<file path="src/rtl/cod_pkg.sv">
// Shared types for the RAM stream reader: controller state encoding and read-FIFO geometry.
package cod_pkg;

   typedef enum logic [1:0] {
      IDLE  = 2'd0,
      READ  = 2'd1,
      DRAIN = 2'd2,
      FIN   = 2'd3
   } state_t;

   localparam int FIFO_DEPTH = 2;
   localparam int FIFO_PTR_W = 1;
   localparam int FIFO_CNT_W = 2;

   // Circular pointer advance; wraps after the last FIFO slot.
   function automatic logic [FIFO_PTR_W-1:0] ptr_next(input logic [FIFO_PTR_W-1:0] p);
      return (p == FIFO_PTR_W'(FIFO_DEPTH - 1)) ? '0 : p + FIFO_PTR_W'(1);
   endfunction

endpackage

</file>
<file path="src/rtl/ram_rd_fifo.sv">
// Small synchronous FIFO holding read-back words with their address and last flag.
// Push and pop may happen in the same cycle, including when full.
module ram_rd_fifo
   import cod_pkg::*;
#(
   parameter int W = 39
)
(
   input  logic                  clk,
   input  logic                  rst,
   input  logic                  push,
   input  logic [W-1:0]          wdata,
   input  logic                  pop,
   output logic [W-1:0]          rdata,
   output logic [FIFO_CNT_W-1:0] count
);

   logic [W-1:0]          mem [FIFO_DEPTH];
   logic [FIFO_PTR_W-1:0] wr_ptr;
   logic [FIFO_PTR_W-1:0] rd_ptr;
   logic                  empty;
   logic                  full;
   logic                  do_push;
   logic                  do_pop;

   assign empty   = (count == '0);
   assign full    = (count == FIFO_CNT_W'(FIFO_DEPTH));
   assign do_pop  = pop && !empty;
   assign do_push = push && (!full || do_pop);
   assign rdata   = mem[rd_ptr];

   always_ff @(posedge clk or posedge rst) begin
      if (rst) begin
         for (int i = 0; i < FIFO_DEPTH; i++) begin
            mem[i] <= '0;
         end
         wr_ptr <= '0;
         rd_ptr <= '0;
         count  <= '0;
      end else begin
         if (do_push) begin
            mem[wr_ptr] <= wdata;
            wr_ptr      <= ptr_next(wr_ptr);
         end
         if (do_pop) begin
            rd_ptr <= ptr_next(rd_ptr);
         end
         case ({do_push, do_pop})
            2'b10:   count <= count + FIFO_CNT_W'(1);
            2'b01:   count <= count - FIFO_CNT_W'(1);
            default: count <= count;
         endcase
      end
   end

endmodule

</file>
<file path="src/rtl/ram_stream_reader.sv">
// Streams a block of RAM words onto a valid/ready port, issuing reads only when the
// small output FIFO is guaranteed to have room for the returning data.
module ram_stream_reader
   import cod_pkg::*;
#(
   parameter int DATA_W = 32,
   parameter int ADDR_W = 6,
   parameter int CNT_W  = 7
)
(
   input  logic              clk,
   input  logic              rst,
   input  logic              start,
   input  logic [ADDR_W-1:0] base_addr,
   input  logic [CNT_W-1:0]  count,
   output logic              busy,
   output logic              done,
   output logic              ram_re,
   output logic [ADDR_W-1:0] ram_addr,
   input  logic [DATA_W-1:0] ram_rdata,
   output logic              out_valid,
   input  logic              out_ready,
   output logic [DATA_W-1:0] out_data,
   output logic [ADDR_W-1:0] out_addr,
   output logic              out_last
);

   localparam int FW = DATA_W + ADDR_W + 1;

   state_t                  state;
   logic [CNT_W-1:0]        issue_left;
   logic                    inflight;
   logic [ADDR_W-1:0]       inflight_addr;
   logic                    inflight_last;
   logic [FIFO_CNT_W-1:0]   fifo_cnt;
   logic [FW-1:0]           fifo_head;
   logic                    pop;
   logic [2:0]              occupancy;

   // Valid/ready: a word moves when out_valid && out_ready on a rising edge; the head
   // of the FIFO is presented unchanged until that happens.
   assign out_valid = (fifo_cnt != '0);
   assign pop       = out_valid && out_ready;
   assign out_last  = fifo_head[FW-1];
   assign out_addr  = fifo_head[FW-2 -: ADDR_W];
   assign out_data  = fifo_head[DATA_W-1:0];

   // Slots committed after this edge: stored words plus the read in flight, minus the
   // word leaving now. A new read is only issued when one slot is still free.
   assign occupancy = 3'(fifo_cnt) + 3'(inflight) - 3'(pop);
   assign ram_re    = (state == READ) && (occupancy < 3'(FIFO_DEPTH));

   always_ff @(posedge clk or posedge rst) begin
      if (rst) begin
         state         <= IDLE;
         busy          <= 1'b0;
         done          <= 1'b0;
         ram_addr      <= '0;
         issue_left    <= '0;
         inflight      <= 1'b0;
         inflight_addr <= '0;
         inflight_last <= 1'b0;
      end else begin
         inflight      <= ram_re;
         inflight_addr <= ram_addr;
         inflight_last <= ram_re && (issue_left == CNT_W'(1));
         done          <= 1'b0;
         case (state)
            IDLE: begin
               if (start) begin
                  ram_addr   <= base_addr;
                  issue_left <= count;
                  if (count == '0) begin
                     state <= FIN;
                     done  <= 1'b1;
                  end else begin
                     state <= READ;
                     busy  <= 1'b1;
                  end
               end
            end
            READ: begin
               if (ram_re) begin
                  ram_addr   <= ram_addr + ADDR_W'(1);
                  issue_left <= issue_left - CNT_W'(1);
                  if (issue_left == CNT_W'(1)) begin
                     state <= DRAIN;
                  end
               end
            end
            DRAIN: begin
               if (pop && out_last) begin
                  state <= FIN;
                  busy  <= 1'b0;
                  done  <= 1'b1;
               end
            end
            FIN: begin
               state <= IDLE;
            end
            default: begin
               state <= IDLE;
               busy  <= 1'b0;
            end
         endcase
      end
   end

   ram_rd_fifo #(
      .W (FW)
   ) u_fifo (
      .clk   (clk),
      .rst   (rst),
      .push  (inflight),
      .wdata ({inflight_last, inflight_addr, ram_rdata}),
      .pop   (pop),
      .rdata (fifo_head),
      .count (fifo_cnt)
   );

endmodule
</file>
<file path="config.mk">
export PLATFORM = sky130hd
export DESIGN_NAME = ram_stream_reader
export DESIGN_NICKNAME = d
export VERILOG_FILES = /design/src/rtl/cod_pkg.sv /design/src/rtl/ram_rd_fifo.sv /design/src/rtl/ram_stream_reader.sv
export SDC_FILE = /design/constraint.sdc
export NUM_CORES = 1
export LEC_CHECK = 0
export CAP_MARGIN = 30
export CORE_UTILIZATION = 50
export DETAILED_ROUTE_END_ITERATION = 8
export HOLD_SLACK_MARGIN = 0.02
export PLACE_DENSITY = 0.74
export SLEW_MARGIN = 25
export SYNTH_ARGS = -nofsm -noshare
export SYNTH_HDL_FRONTEND = slang
export SYNTH_SLANG_ARGS = --single-unit
export TNS_END_PERCENT = 20
</file>
<file path="constraint.sdc">
create_clock -name clk -period 4.5 [get_ports clk]
set_input_delay 0.9 -clock clk [delete_from_list [all_inputs] [get_ports clk]]
set_output_delay 0.9 -clock clk [all_outputs]
set_load 0.01 [all_outputs]
</file>
==> results by group <==
Timing
  • Slew @ Worst Pin: ~0.68 ns
  • RSZ-0062 raised after global routing: no
  • Worst Skew: roughly 0.0085 ns
  • Hold Vio Cnt, Final: 0
  • Final setup viols: 0
  • Crit share post-route: 92.7%
  • Final setup TNS: 0 ns
  • Slew HR: about 54%
  • Slew Limit Fails: 0
  • Min cycle time layout: 4.17 ns
  • Fmax: 240 MHz

CTS
  • # resized after CTS: 0
  • H-tree levels: 3
  • CTS Hold Buffers Added: 0
  • Clock Tree Buf Depth: 2
  • Post-CTS setup buffer count: 0
  • Clock sink count: 107
  • CTS tree: yes
  • Clk root buf: clkbuf_8
  • CTS buffer count: 9
  • Worst-path clk slew: 0.10 ns
  • Worst-Skew Late Latency: ~0.36 ns

Synthesis
  • Synth area leaders: dfrtp_1 (54%), mux2_2 (27%), ha_1 (2.0%)
  • Synth area leader: dfrtp_1
  • Yosys warnings: 0
  • Flops & latches, synth: roughly 110
  • Mapped Cells: 368
  • Count of cell types in the netlist: 48
  • Synth top area share: a little over half
  • Asr flop ratio synth: 100%
  • Seq/Total Area, Yosys: between 50 and 60%
  • Top_reg_cell synth: dfrtp_1
  • Post-synth EDFFs: 0
  • Syn nets: approximately 430
  • Avg Cell Area, Syn: about 14 sq um
  • Cell area after synthesis: ~5000 sq um

Critical path
  • Slowest stage delay, CP: between 0.5 and 0.6 ns
  • Cell mode on critical path: clkdlybuf4s50_1
  • Worst setup EP type: primary output
  • Crit-path cells: clkdlybuf4s50_1, o21a_1, ha_1, nand2b_1, fa_1, and3_1, clkdlybuf4s50_1
  • Crit path max-delay family: buffers and inverters
  • Critical Path Source: out_ready
  • WP data required: 3.60 ns
  • CP Max Fanout: 5
  • Worst r2r src: u_fifo.count[0]$_DFFE_PP0P_
  • WP data arrival: 3.27 ns
  • Startpoint types: input pin
  • Crit-path slowest cell: fa_1
  • Worst Path Buf+Inv: 2
  • Setup Crit Path Kind: input pin to primary output

Run
  • Max Cap Viol: 0

Power and ir drop
  • P per Cell Area: between 700 and 800 nW/um^2
  • Total Power: between 4 and 5 mW
  • Worst IR Drop VDD: between 0.3 and 0.4 mV
  • Pleak: between 2 and 3 nW

Global routing
  • Vias in the first global route: around 3200
  • Total track usage: between 10% and 20%
  • Antenna violations before repair: 0
  • Grt ovf: 0
  • First-pass GRT wire length: approximately 15000 microns
  • Largest net degree at the start of global routing: 77

Cells and area
  • N_diodes: 0
  • Layout filler cell count: around 750
  • Number of nets in the layout: roughly 520
  • Storage cell area: ~2700 sq um
  • Area grow syn2layout: 27.1%
  • Multi-input combinational cell area: roughly 2200 sq um
  • Fraction of layout cells with a size suffix above 1: between 30% and 40%

Placed design
  • Detail Placement HPWL: ~6500 microns
  • GP Congestion: around 0.81
  • Port bufs: 97

Drt
  • DR vias: approximately 3200
  • Drt pass-1 iters: 4
  • Routed Wire Length: roughly 9600 microns
  • Detail Route Antenna Nets: 0
  • DRT iter0 DRCs: 71
  • Post-route DRC: 0
  • Average wire per standard cell: roughly 16 microns
  • Vias/cell: between 5 and 6

Floorplan
  • Die width: just over 100 microns
  • I/O pin count: 98
  • Initial core utilization: 51.2%
  • Core Region: 9730 sq um
  • Full die area: 10400 sq um
  • Die height: a little over 100 microns
  • Cell Rows: 36

Outcome
  • Status: finished, final reports clean

Worst hold path
  • Critical hold path startpoint: ram_addr[1]$_DFFE_PP0P_
  • Tightest Hold Check Type: register to register
==> metrics by stage <==
stage | setup slack (ns) | area, sq um | std cells | hold WS, ns | util, %
3_5_place_dp | 0.355 | 6090 | 586 | 0.466 | 62.6
2_1_floorplan | 0.783 | 4980 | 368 | 0.465 | -
5_1_grt | 0.237 | 6330 | 603 | 0.517 | 65.1
4_1_cts | 0.333 | 6310 | 602 | 0.490 | 64.8
3_3_place_gp | 0.356 | 6090 | 586 | 0.466 | 62.6
6_report | 0.327 | 6330 | 603 | 0.485 | 65.1
==> per-layer routing <==
| metal | routed length (microns) | up-vias | track usage [%] |
|---|---|---|---|
| met2 | 4680 | 77 | 33.0 |
| met1 | 4310 | 1589 | 24.6 |
| met3 | 473 | 10 | 3.38 |
| met5 | 0 | - | 0 |
| met4 | 125 | 0 | 8.14 |
| li1 | - | 1520 | - |
==> power breakdown <==
group	total, mW	switching [mW]	internal, mW
Sequential	1.72	0.318	1.41
Clock	0.635	0.306	0.330
Combinational	2.14	0.844	1.30
==> final cells by class <==
type	count	area share (%)
clock buffer	12	2.29
timing repair buffer	106	16.6
tap	133	2.63
multi-input combinational	231	34.3
clock inverter	4	1.17
inverter	10	0.672
sequential	107	42.3
==> worst paths after layout <==
kind | end | slack (ns) | cells after the start
max in group asynchronous | u_fifo.mem[23]$_DFFE_PP0P_ | 2.76 | 3
worst max register to register | issue_left[4]$_DFFE_PP0P_ | 1.49 | 10
worst min-delay path | inflight_addr[1]$_DFF_PP0_ | 0.48 | 0
worst max-delay path | ram_re | 0.33 | 7
worst min register to register | inflight_addr[1]$_DFF_PP0_ | 0.48 | 0
min in group asynchronous | u_fifo.mem[7]$_DFFE_PP0P_ | 1.01 | 2
==> sequential cells by signal, summed over array words and instances (netlist names) <==
register and count:
ram_addr 6, done 1, u_fifo.rd_ptr 1, issue_left 7, state 2, u_fifo.wr_ptr 1, inflight_addr 6, busy 1
u_fifo.mem 78, inflight 1, u_fifo.count 2, inflight_last 1
==> synthesized netlist by cell type (2+ instances only) <==
cell / number
mux2_2: 118
dfrtp_1: 107
nand2_1: 10
inv_1: 9
nor2_1: 9
o21ai_0: 9
ha_1: 8
o22a_1: 8
buf_2: 7
a21oi_1: 6
nand2b_1: 6
clkbuf_1: 5
nor2b_1: 5
xnor2_1: 5
a31oi_1: 4
and3_1: 4
buf_1: 4
nand3_1: 3
nand4_1: 3
o31ai_1: 3
and2_1: 2
buf_4: 2
buf_6: 2
mux2i_1: 2
nor4_1: 2
o21a_1: 2
o22ai_1: 2
==> cell families (layout without fill, tap and decap cells) <==
group | Yosys count | after routing | synth area share [%]
AOI/OAI and AO/OA | 47 | 47 | 7.41
xor gates and xnor gates | 6 | 6 | 1.06
adders and majority gates | 9 | 9 | 2.41
buffers and inverters | 30 | 132 | 2.89
DFF | 107 | 107 | 53.8
muxes | 120 | 120 | 27.1
and+or+nand+nor | 49 | 49 | 5.35
==> layout by cell type, fill, tap and decap left out, types with 6 or more instances in the layout <==
cell and count:
buf_4 8, a21oi_1 6, clkdlybuf4s50_1 97, nand2_1 10, clkbuf_8 10, nor2_1 9, ha_1 8, mux2_2 118
nand2b_1 6, inv_1 8, o21ai_0 9, o22a_1 8, dfrtp_1 106
Note: power is estimated with default switching activity, not from simulation.
